**src/rtl/inventory_fsm.sv**
```systemverilog
// Tracks which of N_ITEMS collectibles are held and scrolls the held items on a 7-segment digit.
// Latency: every output is registered and reflects an input edge one clk after it is sampled.
// No backpressure: sw and drop are edge-detected each cycle and never stalled.
module inventory_fsm #(
    parameter int N_ITEMS    = 4,
    parameter int SCROLL_DIV = 50_000_000
) (
    input  logic               clk,
    input  logic               reset,
    input  logic [N_ITEMS-1:0] sw,
    input  logic               drop,
    output logic [N_ITEMS-1:0] v,
    output logic [3:0]         count,
    output logic               win,
    output logic [2:0]         cur_idx,
    output logic [6:0]         LED_out
);

    localparam int CW = $clog2(SCROLL_DIV);
    localparam logic [N_ITEMS-1:0] ALL_HELD = {N_ITEMS{1'b1}};
    localparam logic [N_ITEMS-1:0] ONE      = {{(N_ITEMS-1){1'b0}}, 1'b1};
    localparam logic [2:0]         TOP_IDX  = 3'(N_ITEMS - 1);

    localparam logic [6:0] SEG_EMPTY = 7'b0000001;
    localparam logic [6:0] SEG_WIN   = 7'b0001000;

    typedef enum logic [1:0] {
        EMPTY = 2'd0,
        SHOW  = 2'd1,
        WIN   = 2'd2
    } state_t;

    state_t             state, state_nx;
    logic [N_ITEMS-1:0] sw_q;
    logic               drop_q;
    logic [N_ITEMS-1:0] pick;
    logic               drop_e;
    logic [N_ITEMS-1:0] cur_onehot;
    logic [N_ITEMS-1:0] dropmask;
    logic [N_ITEMS-1:0] v_nx;
    logic [CW-1:0]      cnt, cnt_nx;
    logic [2:0]         idx_nx;
    logic [3:0]         count_nx;
    logic [6:0]         led_nx;

    // Next held index strictly above 'from', wrapping to the lowest set bit;
    // returns 'from' itself when it is the only held item.
    function automatic logic [2:0] next_set(input logic [N_ITEMS-1:0] vec,
                                            input logic [2:0]         from);
        logic [2:0] hi;
        logic [2:0] lo;
        logic       hi_f;
        logic       lo_f;
        hi   = 3'd0;
        lo   = 3'd0;
        hi_f = 1'b0;
        lo_f = 1'b0;
        for (int k = N_ITEMS - 1; k >= 0; k--) begin
            if (vec[k]) begin
                lo   = 3'(k);
                lo_f = 1'b1;
                if (3'(k) > from) begin
                    hi   = 3'(k);
                    hi_f = 1'b1;
                end
            end
        end
        if (hi_f)      return hi;
        else if (lo_f) return lo;
        else           return from;
    endfunction

    // Active-low abcdefg glyph for digit idx+1.
    function automatic logic [6:0] glyph(input logic [2:0] idx);
        case (idx)
            3'd0:    return 7'b1001111;
            3'd1:    return 7'b0010010;
            3'd2:    return 7'b0000110;
            3'd3:    return 7'b1001100;
            3'd4:    return 7'b0100100;
            3'd5:    return 7'b0100000;
            3'd6:    return 7'b0001111;
            default: return 7'b0000000;
        endcase
    endfunction

    // Edge detect, held-vector update and next-state / next-output decode.
    always_comb begin
        pick       = sw & ~sw_q;
        drop_e     = drop & ~drop_q;
        cur_onehot = ONE << cur_idx;
        dropmask   = (state == SHOW && drop_e) ? cur_onehot : '0;
        // Pickup is ORed in after the drop so a same-cycle pickup wins.
        v_nx       = (v & ~dropmask) | pick;

        state_nx = state;
        idx_nx   = cur_idx;
        cnt_nx   = cnt;

        if (state == WIN || v_nx == ALL_HELD) begin
            state_nx = WIN;
            v_nx     = ALL_HELD;
            idx_nx   = 3'd0;
            cnt_nx   = '0;
        end else if (v_nx == '0) begin
            state_nx = EMPTY;
            idx_nx   = 3'd0;
            cnt_nx   = '0;
        end else if (state == EMPTY) begin
            state_nx = SHOW;
            idx_nx   = next_set(v_nx, TOP_IDX);
            cnt_nx   = '0;
        end else if ((v_nx & cur_onehot) == '0) begin
            // Displayed item just dropped: jump to the next held one immediately.
            idx_nx = next_set(v_nx, cur_idx);
            cnt_nx = '0;
        end else if (cnt == CW'(SCROLL_DIV - 1)) begin
            idx_nx = next_set(v_nx, cur_idx);
            cnt_nx = '0;
        end else begin
            cnt_nx = cnt + 1'b1;
        end

        count_nx = 4'd0;
        for (int k = 0; k < N_ITEMS; k++) begin
            count_nx = count_nx + {3'd0, v_nx[k]};
        end

        case (state_nx)
            SHOW:    led_nx = glyph(idx_nx);
            WIN:     led_nx = SEG_WIN;
            default: led_nx = SEG_EMPTY;
        endcase
    end

    // State, held vector and all registered outputs; reset overrides everything.
    always_ff @(posedge clk) begin
        if (reset) begin
            state   <= EMPTY;
            v       <= '0;
            sw_q    <= '0;
            drop_q  <= 1'b0;
            cnt     <= '0;
            cur_idx <= 3'd0;
            count   <= 4'd0;
            win     <= 1'b0;
            LED_out <= SEG_EMPTY;
        end else begin
            state   <= state_nx;
            v       <= v_nx;
            sw_q    <= sw;
            drop_q  <= drop;
            cnt     <= cnt_nx;
            cur_idx <= idx_nx;
            count   <= count_nx;
            win     <= (state_nx == WIN);
            LED_out <= led_nx;
        end
    end

endmodule
```
**config.mk**
```make
export PLATFORM = sky130hd
export DESIGN_NAME = inventory_fsm
export DESIGN_NICKNAME = d
export VERILOG_FILES = /design/src/rtl/inventory_fsm.sv
export SDC_FILE = /design/constraint.sdc
export NUM_CORES = 1
export LEC_CHECK = 0
export BUFFER_PORTS_ARGS = -buffer_cell sky130_fd_sc_hd__buf_2
export CORE_ASPECT_RATIO = 1.4
export CORE_MARGIN = 1.5
export CORE_UTILIZATION = 58
export DETAILED_ROUTE_END_ITERATION = 8
export PLACE_DENSITY = 0.9
export SYNTH_ARGS = -nofsm -noshare
export SYNTH_HDL_FRONTEND = slang
export SYNTH_SLANG_ARGS = --single-unit
```
**constraint.sdc**
```tcl
create_clock -name clk -period 3 [get_ports clk]
set_input_delay 0.15 -clock clk [delete_from_list [all_inputs] [get_ports clk]]
set_output_delay 0.15 -clock clk [all_outputs]
set_load 0.02 [all_outputs]
```
# == Word-level counts from Yosys, hierarchy flattened ==
# Cells that the tools add are included.
# classes
n_lt_le_gt_ge,4
n_div,0
mul,0
n_eq_ne,12
addsub,4
mux,62
shift,1
n_reduce_logical,7
bitwise_logic,8
# ops
op,n
$mux 3,19
$pmux 7 s7,1
$mux 1,33
$add 26x1->26 const B,1
$eq 26x26->1 const B,1
$pmux 7 s2,1
$and 4x4->4,3
$mux 2,6
$eq 3x3->1 const B,3
$logic_not 4->1,2
$mux 4,2
$not 4->4,2
$eq 3x2->1 const B,2
$gt 1x3->1 const A,2
$gt 2x3->1 const A,2
$reduce_or 6->1,1
$add 3x1->4,1
$eq 2x1->1 const B,2
$eq 2x2->1 const B,2
$eq 4x4->1 const B,1
$or 4x4->4,1
$shl 1x3->4 const A,1
$add 2x1->3,1
$eq 3x1->1 const B,1
other kinds (7),7
# word_totals
in_bits,7
output_inout_bits,19
rom_bits,0
regBits,52
latch_bits,0
mem_count,0
ram_bits,0
wordCells,107

# == Logic depth before layout (Yosys ltp) ==
# depth
word_depth,28
depth_mapped,12
ltp_nobuf,11

# == Least setup slack after synthesis ==
# Ideal clock, no wire load.
# synth_path
kind,register to register
start,reg cnt[10]
end,reg LED_out[3]
required_time_ns,2.883
path_buffers,0
synth_period_minus_slack_ns,2.517
t_arrival_ns,2.399
setup_ns,0.117
path_slack_ns,0.483
stages_incl_launch_ff,8
cell_sequence,dfxtp_1 > or4b_1 > or4_4 > nor4_2 > nor2_1 > a221oi_2 > o211ai_2 > a32o_1
# synth_between
elab_chain_len,9
elab_cells_between_ends,15
cone_classes,eq/ne (7); mux (7); reduce/logical (1)
# synth_lines
element,line,source
from (decl),41,"logic [CW-1:0] cnt, cnt_nx;"
from (signal assigned),153,cnt <= cnt_nx;
$eq 26x26->1 (*),117,end else if (cnt == CW'(SCROLL_DIV - 1)) begin
$mux 3 (*),117,
$mux 3 (*),113,end else if ((v_nx & cur_onehot) == '0) begin
$mux 3 (*),109,end else if (state == EMPTY) begin
$mux 3 (*),105,end else if (v_nx == '0) begin
$mux 3 (*),100,if (state == WIN || v_nx == ALL_HELD) begin
"$eq 3x3->1, or another cell as far along",75,case (idx)
$pmux 7 s7 (*),75,
$pmux 7 s2 (*),129,case (state_nx)
to (signal assigned),157,LED_out <= led_nx;
to (decl),16,output logic [6:0] LED_out
# Mark *: on every way between the ends. The rest lies on a longest branch, timed or not.
# A chain may end at the register's enable or synchronous reset.

# == Final worst setup path ==
# Ends and elaborated chain as after synthesis.

==> results list <==
- The flow ran to the end, and the final reports show no timing, DRC or antenna violations.
- The tightest min-delay check is of the in2reg type.
- Peak supply drop: around 0.47 mV
- H-tree depth: 2
- After filler insertion, the fill cell instance count of the layout stands at 320.
- Worst reg2reg setup slack: between 200 and 300 ps
* Share of the yosys chip area belonging to registers: 0.414
- Pin count of the biggest net entering global routing: 27
* Total area of multi-input combinational cells: 1340 µm²
- Post-Syn Area: about 2500 µm²
* FF-to-FF Start: cnt[10]
- Antenna Violating Nets Remaining: 0
- Highest cell delay on the worst timing path: around 540 ps
* Number of resized instances in the post-cts repair step: 0
- Worst hold-check slack: a little under 70 ps
* Sink count of the clock tree: between 50 and 60
- The critical path is of the reg2reg type.
- Top flip-flop cell by instance count after synthesis: sky130_fd_sc_hd__dfxtp_1
* Crit path capture type: flop
- Antenna diode instance count: 0
- For this run, design rule violations remaining after detail routing come to 0.
* Final nets: approximately 320
* Number of optimization iterations in the first detailed-route pass: 4
- Clock Latency Late Sink: around 300 ps
- Dividing the detail-routed wire length by the instance count gives 14.0 µm.
- On the final layout, the worst clock skew is approximately 9.6 ps.
- Summed over all layers, the global routing overflow is 0.
- Max-slew violation total from the final report: 0
- Traced cell by cell, the critical path runs through or4b_1 > or4_4 > o41ai_1 > o2bb2ai_1 > a31oi_1 > o211ai_2 > a32o_1.
- Vias post-DR: roughly 2000
* Library cell contributing the largest single delay on the critical path: sky130_fd_sc_hd__or4_4
- The longest clock path from root to sink contains 2 buffers.
- Type of origin of the critical path: flop
- Setup violators final: 0
- The worst register-to-register path ends at LED_out[3].
- The die is 58.1 µm wide.
* Launching element of the worst setup path: cnt[10]
- Counting flops and latches in the post-synthesis netlist gives 51.
- Yosys printed 0 warnings.
* I/O pins: 26
- Number of antenna violations at the first check in global routing: 0
- Final Routed Wirelength: about 4800 µm
- Timing would allow up to ~370 MHz.
- Via count of the first global-routing pass: between 1500 and 2000
* Required time at the endpoint of the critical path: between 3000 and 4000 ps
- After detailed routing, the number of vias per cell comes to 5.86.
- Post-CTS timing repair inserted 0 buffers for setup.
* Setup repair after global routing missed its margin: no
- Area growth from synthesis to layout: 9.24%
- Ratio of cells with drive above 1 in the final layout: 0.152
- Post-route setup TNS: 0 ps
- Flip-flop and latch area: between 1000 and 1500 µm²
- A synthesized cell averages slightly below 9 µm².
- Cell row count: 27
- Reg clk slew, reported paths: 90 ps
* Final hold violation count: 0
- STA puts the critical path data arrival time at just under 3000 ps.
- The smallest clock period supported by the final layout is computed as around 2700 ps.
* Number of buffers inserted by port buffering: 24
- In this run, synthesis inferred 0 flip-flops with an integrated enable.
- Critical path buffers and inverters: 0
* Die Y: around 80 µm
- Global-route total usage across every layer: 0.230
- Counting the buffers created by CTS gives 5.
- In this run the power density over the cells is ~580 nW/µm².
* Number of unique standard cell types used by synthesis: 57
- Finished layout cell area: about 2700 µm²
* Starting DRC count in detailed routing: 98
- The initial utilization of the core area, before any placement, comes to 0.613.
- At the end of routability-driven placement, the weighted congestion stood at around 0.9.
* Biggest fanout along the worst timing path: 4
* Ratio of final minimum period to clock period: 0.905
- Depth of the critical timing path with buffers and inverters included: 7
* Count of max-cap constraint violations: 0
* Dpl hpwl: 3670 µm
- Final Power: ~1.6 mW
- The first global-routing pass estimated about 8000 µm of wire.
* Die ar.: between 4000 and 5000 µm²
- Static Leak: about 1.0 nW
- Buffers inserted to repair hold after CTS numbered 0.
- R2R cell count: 7
* Root Buffer: sky130_fd_sc_hd__clkbuf_8
- The cell family contributing the most delay on the critical path is compound AO/OA/AOI/OAI gates.
- The most critical setup path has its endpoint at LED_out[3].
- TritonCTS built the clock tree.
- After synthesis, the share of flip-flops with an asynchronous set or reset is 0.
* Placement Cell Area: roughly 2600 µm²
* Cell count after synthesis: roughly 280
- The core region is approximately 4000 µm².
## worst min-delay path by stage
stage / start / endpoint / cells past startpoint
final: sw[1] / sw_q[1] / 2
after global routing: sw[1] / sw_q[1] / 2
after CTS: sw[3] / sw_q[3] / 2
after detailed placement: sw[3] / sw_q[3] / 2
after global placement: sw[3] / sw_q[3] / 2
after floorplan: drop / drop_q / 1
## per-stage QoR
step | utilization | cells | setup slack, ps
after floorplan | - | 278 | 483
after global placement | 0.648 | 338 | 373
after detailed placement | 0.648 | 338 | 299
after CTS | 0.670 | 345 | 278
after global routing | 0.670 | 345 | 107
final | 0.670 | 345 | 286
## metal layers
layer / vias up / track usage / routed length (µm)
met5: - / 0 / 0
met4: 0 / 0.102 / 104
met3: 15 / 0.0386 / 159
met2: 47 / 0.441 / 2720
met1: 952 / 0.235 / 1860
li1: 1007 / - / -
## placed cells by master, fill, tap and decap left out, types with 4 or more instances in the layout
cell type and count:
sky130_fd_sc_hd__clkbuf_8 6, sky130_fd_sc_hd__nand4_1 8, sky130_fd_sc_hd__nand3b_1 4, sky130_fd_sc_hd__xor2_1 12, sky130_fd_sc_hd__xnor2_1 11, sky130_fd_sc_hd__dfxtp_1 51, sky130_fd_sc_hd__nor2b_1 17, sky130_fd_sc_hd__buf_4 4
sky130_fd_sc_hd__nand3_1 11, sky130_fd_sc_hd__nor3_1 5, sky130_fd_sc_hd__a21oi_1 12, sky130_fd_sc_hd__o21ai_0 7, sky130_fd_sc_hd__ha_1 5, sky130_fd_sc_hd__nor2_1 45, sky130_fd_sc_hd__inv_1 12, sky130_fd_sc_hd__nand2_1 16
sky130_fd_sc_hd__buf_2 24
## kinds of logic (layout without fill, tap and decap cells)
logic type / after synthesis / after routing / synth area share
and+or+nand+nor: 130 / 130 / 0.282
muxes: 2 / 2 / 0.0198
other: 1 / 3 / 0.00152
adders and majority gates: 6 / 6 / 0.0335
AOI/OAI and AO/OA: 40 / 40 / 0.120
buffers and inverters: 23 / 47 / 0.0472
DFF: 51 / 51 / 0.414
xor gates and xnor gates: 23 / 23 / 0.0817
## where the power goes
group	switching [mW]	leakage (nW)	total (mW)	internal, mW
Clock	0.209	0.0470	0.390	0.181
Combinational	0.247	0.554	0.407	0.160
Sequential	0.0349	0.417	0.765	0.730
Total	0.491	1.02	1.56	1.07
## flip-flops by register name (all words and copies together), names as in the netlist
name and cells:
state 2, drop_q 1, LED_out 7, cnt 26, cur_idx 3, v 4, count 3, sw_q 4
win 1
## layout make-up
cell class              instances  share of cell area
flip-flops and latches         51               0.379
repair buffers                 28              0.0558
multi-input cells             204               0.496
clock buffers                   6              0.0307
clock inverters                 1             0.00186
well taps                      43              0.0200
inverters                      12              0.0167
## synth_stat cells, types with 2 or more instances
cell	count	area (µm²)
sky130_fd_sc_hd__clkbuf_1	2	7.51
sky130_fd_sc_hd__o21ai_0	7	35.0
sky130_fd_sc_hd__and4_1	3	26.3
sky130_fd_sc_hd__nor2_1	45	169
sky130_fd_sc_hd__buf_2	5	25.0
sky130_fd_sc_hd__nand4_1	8	50.1
sky130_fd_sc_hd__clkbuf_8	2	27.5
sky130_fd_sc_hd__ha_1	5	62.6
sky130_fd_sc_hd__or4_1	3	22.5
sky130_fd_sc_hd__dfxtp_1	51	1020
sky130_fd_sc_hd__a31oi_1	2	12.5
sky130_fd_sc_hd__and2_1	2	12.5
sky130_fd_sc_hd__nor2b_1	17	106
sky130_fd_sc_hd__inv_1	12	45.0
sky130_fd_sc_hd__a21oi_1	12	60.1
sky130_fd_sc_hd__o31ai_1	2	15.0
sky130_fd_sc_hd__or3_1	3	18.8
sky130_fd_sc_hd__nand3_1	11	55.1
sky130_fd_sc_hd__and3_1	2	12.5
sky130_fd_sc_hd__nor3_1	5	25.0
sky130_fd_sc_hd__nand2_1	16	60.1
sky130_fd_sc_hd__xor2_1	12	105
sky130_fd_sc_hd__a21o_1	2	15.0
sky130_fd_sc_hd__nand3b_1	4	30.0
sky130_fd_sc_hd__xnor2_1	11	96.3
(Power assumes the default switching activity.)
